==> src/rtl/or1200_wbmux_fwdctrl.sv <==
// rtl/or1200_wbmux_fwdctrl.sv - EX result mux, WB result register, RF write port and forwarding selects
//
// Purpose:
//   Picks the EX-stage result from one of four sources (muxout / ex_forw),
//   registers it into WB (muxreg / wb_forw), drives the register-file write
//   port from WB, and produces the registered per-operand forwarding selects
//   used by the ID-stage operand muxes. Select encoding: 0 RF, 1 immediate,
//   2 EX forward, 3 WB forward.
//
// Optional feature macro: OR1200_WBMUX_LOADUSE_STALL_EN
//   Defined   - load_stall flags a load in ID whose destination is read by
//               the instruction in IF, so control can insert one bubble.
//   Undefined - load_stall is tied 0; loads forward combinationally from EX.
//
// Ports:
//   clk, rst                 clock, asynchronous active-low reset
//   id/ex/wb_freeze          stage stalls (wb implies ex implies id)
//   if_addr_a/b, if_imm_b    operand addresses / immediate flag of IF instr
//   id_rd, id_rfwb_op        destination and write-back op of ID instr
//   muxin_a..muxin_d         ALU, LSU, SPR, link-address results
//   muxout                   EX result, combinational
//   muxreg, muxreg_valid     WB result and its valid flag
//   rf_we, rf_addrw, rf_dataw  register-file write port
//   sel_a, sel_b             operand selects for the next ID cycle
//   load_stall               load-use interlock request

module or1200_wbmux_fwdctrl #(
    parameter int width = 32,
    parameter int aw    = 5
) (
    input  logic             clk,
    input  logic             rst,
    input  logic             id_freeze,
    input  logic             ex_freeze,
    input  logic             wb_freeze,
    input  logic [aw-1:0]    if_addr_a,
    input  logic [aw-1:0]    if_addr_b,
    input  logic             if_imm_b,
    input  logic [aw-1:0]    id_rd,
    input  logic [2:0]       id_rfwb_op,
    input  logic [width-1:0] muxin_a,
    input  logic [width-1:0] muxin_b,
    input  logic [width-1:0] muxin_c,
    input  logic [width-1:0] muxin_d,
    output logic [width-1:0] muxout,
    output logic [width-1:0] muxreg,
    output logic             muxreg_valid,
    output logic             rf_we,
    output logic [aw-1:0]    rf_addrw,
    output logic [width-1:0] rf_dataw,
    output logic [1:0]       sel_a,
    output logic [1:0]       sel_b,
    output logic             load_stall
);

    localparam logic [1:0] SEL_RF  = 2'd0;
    localparam logic [1:0] SEL_IMM = 2'd1;
    localparam logic [1:0] SEL_EX  = 2'd2;
    localparam logic [1:0] SEL_WB  = 2'd3;

    logic [2:0]    r_ex_op;
    logic [aw-1:0] r_ex_rd;
    logic [aw-1:0] r_wb_rd;
    logic          r_wb_we;
    logic [width-1:0] r_muxreg;
    logic          r_muxreg_valid;
    logic [1:0]    r_sel_a;
    logic [1:0]    r_sel_b;

    logic [1:0]    w_sel_a_nxt;
    logic [1:0]    w_sel_b_nxt;
    // ID may not advance while EX is frozen; an advance request then is a bubble.
    logic          w_id_frz;

    assign w_id_frz = id_freeze | ex_freeze;

    // Where the producer of adr will sit next cycle if the pipe advances.
    // The ID producer is younger than the EX producer, so it wins.
    function automatic logic [1:0] f_fwd(
        input logic [aw-1:0] adr,
        input logic          id_we,
        input logic [aw-1:0] id_dst,
        input logic          ex_we,
        input logic [aw-1:0] ex_dst
    );
        if (adr == '0)
            return SEL_RF;
        else if (id_we && (id_dst == adr))
            return SEL_EX;
        else if (ex_we && (ex_dst == adr))
            return SEL_WB;
        else
            return SEL_RF;
    endfunction

    // A bubble moves every producer one stage down: EX->WB, WB->retired (RF).
    function automatic logic [1:0] f_shift(input logic [1:0] s);
        case (s)
            SEL_EX:  return SEL_WB;
            SEL_WB:  return SEL_RF;
            default: return s;
        endcase
    endfunction

    always_comb begin
        w_sel_a_nxt = r_sel_a;
        w_sel_b_nxt = r_sel_b;
        if (ex_freeze) begin
            w_sel_a_nxt = r_sel_a;
            w_sel_b_nxt = r_sel_b;
        end else if (w_id_frz) begin
            w_sel_a_nxt = f_shift(r_sel_a);
            w_sel_b_nxt = f_shift(r_sel_b);
        end else begin
            w_sel_a_nxt = f_fwd(if_addr_a, id_rfwb_op[0], id_rd, r_ex_op[0], r_ex_rd);
            w_sel_b_nxt = if_imm_b ? SEL_IMM
                                   : f_fwd(if_addr_b, id_rfwb_op[0], id_rd, r_ex_op[0], r_ex_rd);
        end
    end

    always_comb begin
        muxout = muxin_a;
        case (r_ex_op[2:1])
            2'b00:   muxout = muxin_a;
            2'b01:   muxout = muxin_b;
            2'b10:   muxout = muxin_c;
            default: muxout = muxin_d;
        endcase
    end

    always_ff @(posedge clk or negedge rst) begin
        if (!rst) begin
            r_ex_op        <= '0;
            r_ex_rd        <= '0;
            r_wb_rd        <= '0;
            r_wb_we        <= 1'b0;
            r_muxreg       <= '0;
            r_muxreg_valid <= 1'b0;
            r_sel_a        <= SEL_RF;
            r_sel_b        <= SEL_RF;
        end else begin
            if (!ex_freeze) begin
                if (!w_id_frz) begin
                    r_ex_op <= id_rfwb_op;
                    r_ex_rd <= id_rd;
                end else begin
                    r_ex_op <= '0;
                    r_ex_rd <= '0;
                end
            end

            if (!wb_freeze) begin
                if (!ex_freeze) begin
                    r_muxreg       <= muxout;
                    r_wb_rd        <= r_ex_rd;
                    r_muxreg_valid <= r_ex_op[0];
                    r_wb_we        <= r_ex_op[0] && (r_ex_rd != '0);
                end else begin
                    r_wb_we        <= 1'b0;
                    r_muxreg_valid <= 1'b0;
                end
            end

            r_sel_a <= w_sel_a_nxt;
            r_sel_b <= w_sel_b_nxt;
        end
    end

`ifdef OR1200_WBMUX_LOADUSE_STALL_EN
    logic r_load_stall;
    logic w_ls_hit;

    assign w_ls_hit = (id_rfwb_op == 3'b011) && (id_rd != '0) &&
                      ((id_rd == if_addr_a) || (!if_imm_b && (id_rd == if_addr_b)));

    always_ff @(posedge clk or negedge rst) begin
        if (!rst)
            r_load_stall <= 1'b0;
        else if (ex_freeze)
            r_load_stall <= r_load_stall;
        else if (w_id_frz)
            r_load_stall <= 1'b0;
        else
            r_load_stall <= w_ls_hit;
    end

    assign load_stall = r_load_stall;
`else
    assign load_stall = 1'b0;
`endif

    assign muxreg       = r_muxreg;
    assign muxreg_valid = r_muxreg_valid;
    assign rf_we        = r_wb_we && !wb_freeze;
    assign rf_addrw     = r_wb_rd;
    assign rf_dataw     = r_muxreg;
    assign sel_a        = r_sel_a;
    assign sel_b        = r_sel_b;

endmodule

==> config.mk <==
export PLATFORM = sky130hd
export DESIGN_NAME = or1200_wbmux_fwdctrl
export DESIGN_NICKNAME = d
export VERILOG_FILES = /design/src/rtl/or1200_wbmux_fwdctrl.sv
export SDC_FILE = /design/constraint.sdc
export NUM_CORES = 1
export LEC_CHECK = 0
export BUFFER_PORTS_ARGS = -buffer_cell sky130_fd_sc_hd__buf_2
export CORE_AREA = 2 2 100 102
export CTS_CLUSTER_DIAMETER = 120
export DETAILED_ROUTE_END_ITERATION = 6
export DIE_AREA = 0 0 102 104
export PLACE_DENSITY = 0.78
export SYNTH_ARGS = -nofsm -noshare
export SYNTH_HDL_FRONTEND = slang
export SYNTH_SLANG_ARGS = --single-unit
==> constraint.sdc <==
create_clock -name clk -period 1.75 [get_ports clk]
set_clock_uncertainty 0.1 [all_clocks]
set_input_delay 0.2625 -clock clk [delete_from_list [all_inputs] [get_ports clk]]
set_output_delay 0.2625 -clock clk [all_outputs]
set_load 0.02 [all_outputs]
== Yosys cells after proc, flatten, opt, wreduce, memory -nomap -nowiden ==
Cells that the tools add are included.
Operators by class
  equal/unequal tests: 12
  muxes and demuxes: 16
  bitwise logic cells: 3
  reductions and logical operators: 14
Operators by type and width (number)
  case mux 32 bit (3 select lines): 1
  == test 5 bit: 4
  two-way mux 2 bit: 9
  == test 2 bit (second input constant): 5
  logical NOT 5 bit: 2
  case mux 2 bit (2 select lines): 2
  logical AND 1 bit: 6
  inequality test 3 x 1 -> 1 bit (second input constant): 2
  AND reduction 2 bit: 3
  two-way mux 5 bit: 1
  nonzero test 5 bit: 1
  two-way mux 3 bit: 1
  == test 2 x 1 -> 1 bit (second input constant): 1
  logical NOT 2 bit: 1
  two-way mux 1 bit: 2
  NOT 1 bit: 2
  logical NOT 1 bit: 1
  bitwise OR 1 bit: 1
Storage, ports and cells
  register bits: 51
  input bits: 152
  output and inout bits: 108
  word-level logic and storage cells: 53

== Depth between registers and ports, before layout ==
  depth in word-level cells: 7
  gate-level depth with buffers: 5

== Worst setup path before layout ==
OpenSTA, ideal clock, no wires.
  kind: reg-to-reg
  from: register r_ex_op[1]
  to: register r_muxreg[23], in the netlist muxreg[23]
  library setup time: 125 ps
  data arrival time: 1487 ps
  required time: 1525 ps
  slack: 38 ps
  stages on the path, launching flop included: 5
  path buffers: 2
  clock period less this slack: 1712 ps
  path through: dfrtp_1 buf_6 buf_6 mux4_2 mux2_4
On the way
  cells in the longest elaborated chain, start to end: 2
  elaborated cells on any way between the ends: 4
RTL lines
  start: declaration: line 61  | logic [2:0] r_ex_op;
  start signal: assignment: line 144  | r_ex_op <= id_rfwb_op;
  == test 2 bit, or another cell as far along: line 123  | case (r_ex_op[2:1])
  case mux 32 bit (3 select lines) (*): line 123
  via muxout[23]: line 45  | output logic [width-1:0] muxout,
  end signal: assignment: line 154  | r_muxreg <= muxout;
  end: declaration: line 65  | logic [width-1:0] r_muxreg;
The timed path passes the listed nets; every way through them passes the cells marked *.
A chain may end at the register's enable or synchronous reset.

== Final worst setup path ==
  from: register r_ex_op[1]
  to: output port muxout[31]
On the way
  cells in the longest elaborated chain, start to end: 2
  elaborated cells on any way between the ends: 4
RTL lines (line)
  == test 2 bit, or another cell as far along: 123
  case mux 32 bit (3 select lines) (*): 123
  end: declaration: 45
Every way passes the cells marked *; elsewhere a longest branch is shown, timed or not.

==> metrics.txt <==
share of layout cells above drive strength 1=72.9%; Setup crit start=r_ex_op[1]$_DFFE_PN0N_; DPL Wire Length=8940 µm; Leak Pwr=2.42 nW; Post-synth EDFFs=0; Post-Syn Area=3400 µm²; Num CTS Buffers=5; switching share of power=38.4%; Setup crit end=muxout[31]; outcome=finished, violations left; Initial Util=35.6%; GRT Total Usage=19.2%; clk slew on worst S/H paths=0.10 ns; syn nets=405; die span in x=102 µm; worst reg2reg path depth=3; Hold Crit Class=input port to register; H-tree depth=2; Tcrit/Tclk final=116%; share of power burned in registers=35.2%; worst-path fanout max=19; VDD IR max=355 µV; top-count cell post-synth=dfrtp_1; setup_tns=-7.72 ns; synthesis-stage register bit count=51; vias in the first global route=3079; initial antenna violation count=0; RSZ-0062 raised after global routing=yes; vias post-DR=3008; async set-reset flop share out of synthesis=100%; CTS root buf=clkbuf_8; first-pass detailed-route iteration total=4; Core Box Area=9550 µm²; Antenna Violating Nets Remaining=0; top_reg_cell synth=dfrtp_1; Synth top area share=37.5%; commonest cells in the netlist=dfrtp_1, buf_4, mux4_2, mux2_4, xor2_1; pin count of the biggest net entering global routing=27; via density per instance=4.87; YS warnings=0; Filler cells=887; Longest Clk Path Bufs=2; sw power=1.72 mW; Arr. time, crit path=1.67 ns; register area=1280 µm²; area grow syn2layout=42.1%; failing checks=setup timing; port bufs=258; I/O pin cnt=260; Iteration-0 DRC Markers=127; reg2reg setup slack=0.05 ns; setup violators final=32; Gate power share=45.3%; Final Hold Violating Endpoints=0; clock latency on the worst-skew pair=0.31 ns; r2r endpoint=muxreg[16]$_DFFE_PN0P_; # DRC=0; Slew Viols, Final=0; GRT overflow=0; first-pass GRT wire length=15800 µm; CTS sink cnt=51; final net count=635; TritonCTS clock tree=yes; Avg WL per Cell=17.4 µm; Seq/Total Area, Yosys=37.5%; gpl congestion=0.866; area leader, netlist=dfrtp_1; Design Power=4.47 mW; Final min period=2.03 ns; Worst setup EP type=output port; Final Worst Setup Slack=-0.284 ns; top cells by area, synth=dfrtp_1, mux4_2, mux2_4; Int Pwr=2.75 mW; die area=10600 µm²; area used by multi-input combinational logic=1760 µm²; Mapped Avg Cell Area=13.5 µm²; Die Y=104 µm; row count=36; Util after Layout=50.6%; critical path class=register to output port; fmax=0.492 GHz; # Max-Cap Violations=0; final wirelength=10700 µm; Startpoint Class=register; r2r startpoint=r_ex_op[1]$_DFFE_PN0N_; post-synthesis cell type count=34; Pwr per Cell Area=924 nW/µm²; Data required, critical path=1.39 ns; cell count after synthesis=253; clock power share=19.4%
==> power by group through the flow <==
stage | registers, mW | clock network, mW | logic [mW]
2_1_floorplan | 1.80 | 0 | 1.19
3_3_place_gp | 1.58 | 0 | 1.98
3_5_place_dp | 1.59 | 0 | 2.00
4_1_cts | 1.57 | 0.901 | 2.02
5_1_grt | 1.60 | 0.951 | 2.14
6_report | 1.57 | 0.867 | 2.03
==> how the worst min path moves through the flow <==
stage                        from                       to  slack [ns]  cells past startpoint
CTS                 id_rfwb_op[2]   r_ex_op[2]$_DFFE_PN0N_        0.08                      2
detailed placement            rst  rf_addrw[4]$_DFFE_PN0P_        0.12                      1
finish              id_rfwb_op[2]   r_ex_op[2]$_DFFE_PN0N_        0.08                      2
global route        id_rfwb_op[2]   r_ex_op[2]$_DFFE_PN0N_        0.09                      2
floorplan                     rst    muxreg[0]$_DFFE_PN0P_       -0.13                      0
global placement              rst   r_ex_rd[4]$_DFFE_PN0N_        0.11                      1
==> flip-flops by register name, summed over array words and instances (netlist names) <==
name / count
r_ex_rd: 5
r_ex_op: 3
r_wb_we: 1
muxreg_valid: 1
sel_a: 2
muxreg: 32
sel_b: 2
rf_addrw: 5
==> repair_timing <==
item | in CTS | in global routing
hold buffers | 1 | 0
resized for setup | 7 | 10
setup endpoints to repair | 32 | 33
endpoints found under the hold margin | 15 | 0
setup buffers | 0 | 1
pin swaps | 0 | 3
==> layer usage <==
metal  part of all wire [%]  global-route usage, %
met1                     38                   22.4
met2                     53                   34.4
met3                    6.9                   4.30
met4                    2.3                   5.81
met5                      0                      0
==> logic make-up (layout without fill, tap and decap cells) <==
kind of cell	count (synthesis)	in the layout	share of synthesized area (%)
buf+inv	51	282	10.8
flops	51	51	37.5
other cells	1	2	0.110
compound gates	25	25	4.38
xor+xnor	20	20	5.15
mux	70	70	36.5
simple gates	35	35	5.51
==> cell type report <==
| type | count | area share, % |
|---|---|---|
| antenna | 1 | 0.0518 |
| multi-input combinational | 151 | 36.3 |
| inverter | 4 | 0.311 |
| tap | 133 | 3.44 |
| timing repair buffer | 270 | 31.0 |
| clock inverter | 2 | 0.725 |
| sequential | 51 | 26.5 |
| clock buffer | 6 | 1.71 |
==> layout by cell type, fill, tap and decap left out, types with 5 or more instances in the layout <==
master and count:
nand2b_1 6, mux4_2 32, dfrtp_1 47, buf_12 6, nand2_1 9, buf_6 6, mux2_4 23, xor2_1 16
buf_4 5, mux2_2 15, buf_2 252, o21ai_0 12, clkbuf_8 6
==> worst max-delay path: stages, from the launching register on <==
cell     delay (ns)
dfrtp_2        0.42
buf_12         0.20
mux4_2         0.55
buf_2          0.18
==> metrics by stage <==
| step | std cells | setup WS, ns | instance area, µm² | hold slack [ns] |
|---|---|---|---|---|
| floorplan | 253 | 0.0381 | 3400 | -0.133 |
| global placement | 607 | 0.0373 | 4660 | 0.112 |
| detailed placement | 607 | 0.00785 | 4660 | 0.115 |
| CTS | 616 | -0.301 | 4800 | 0.0787 |
| global route | 617 | -0.356 | 4830 | 0.0850 |
| finish | 618 | -0.284 | 4830 | 0.0801 |
No activity file was read; power rests on OpenSTA's default activity.
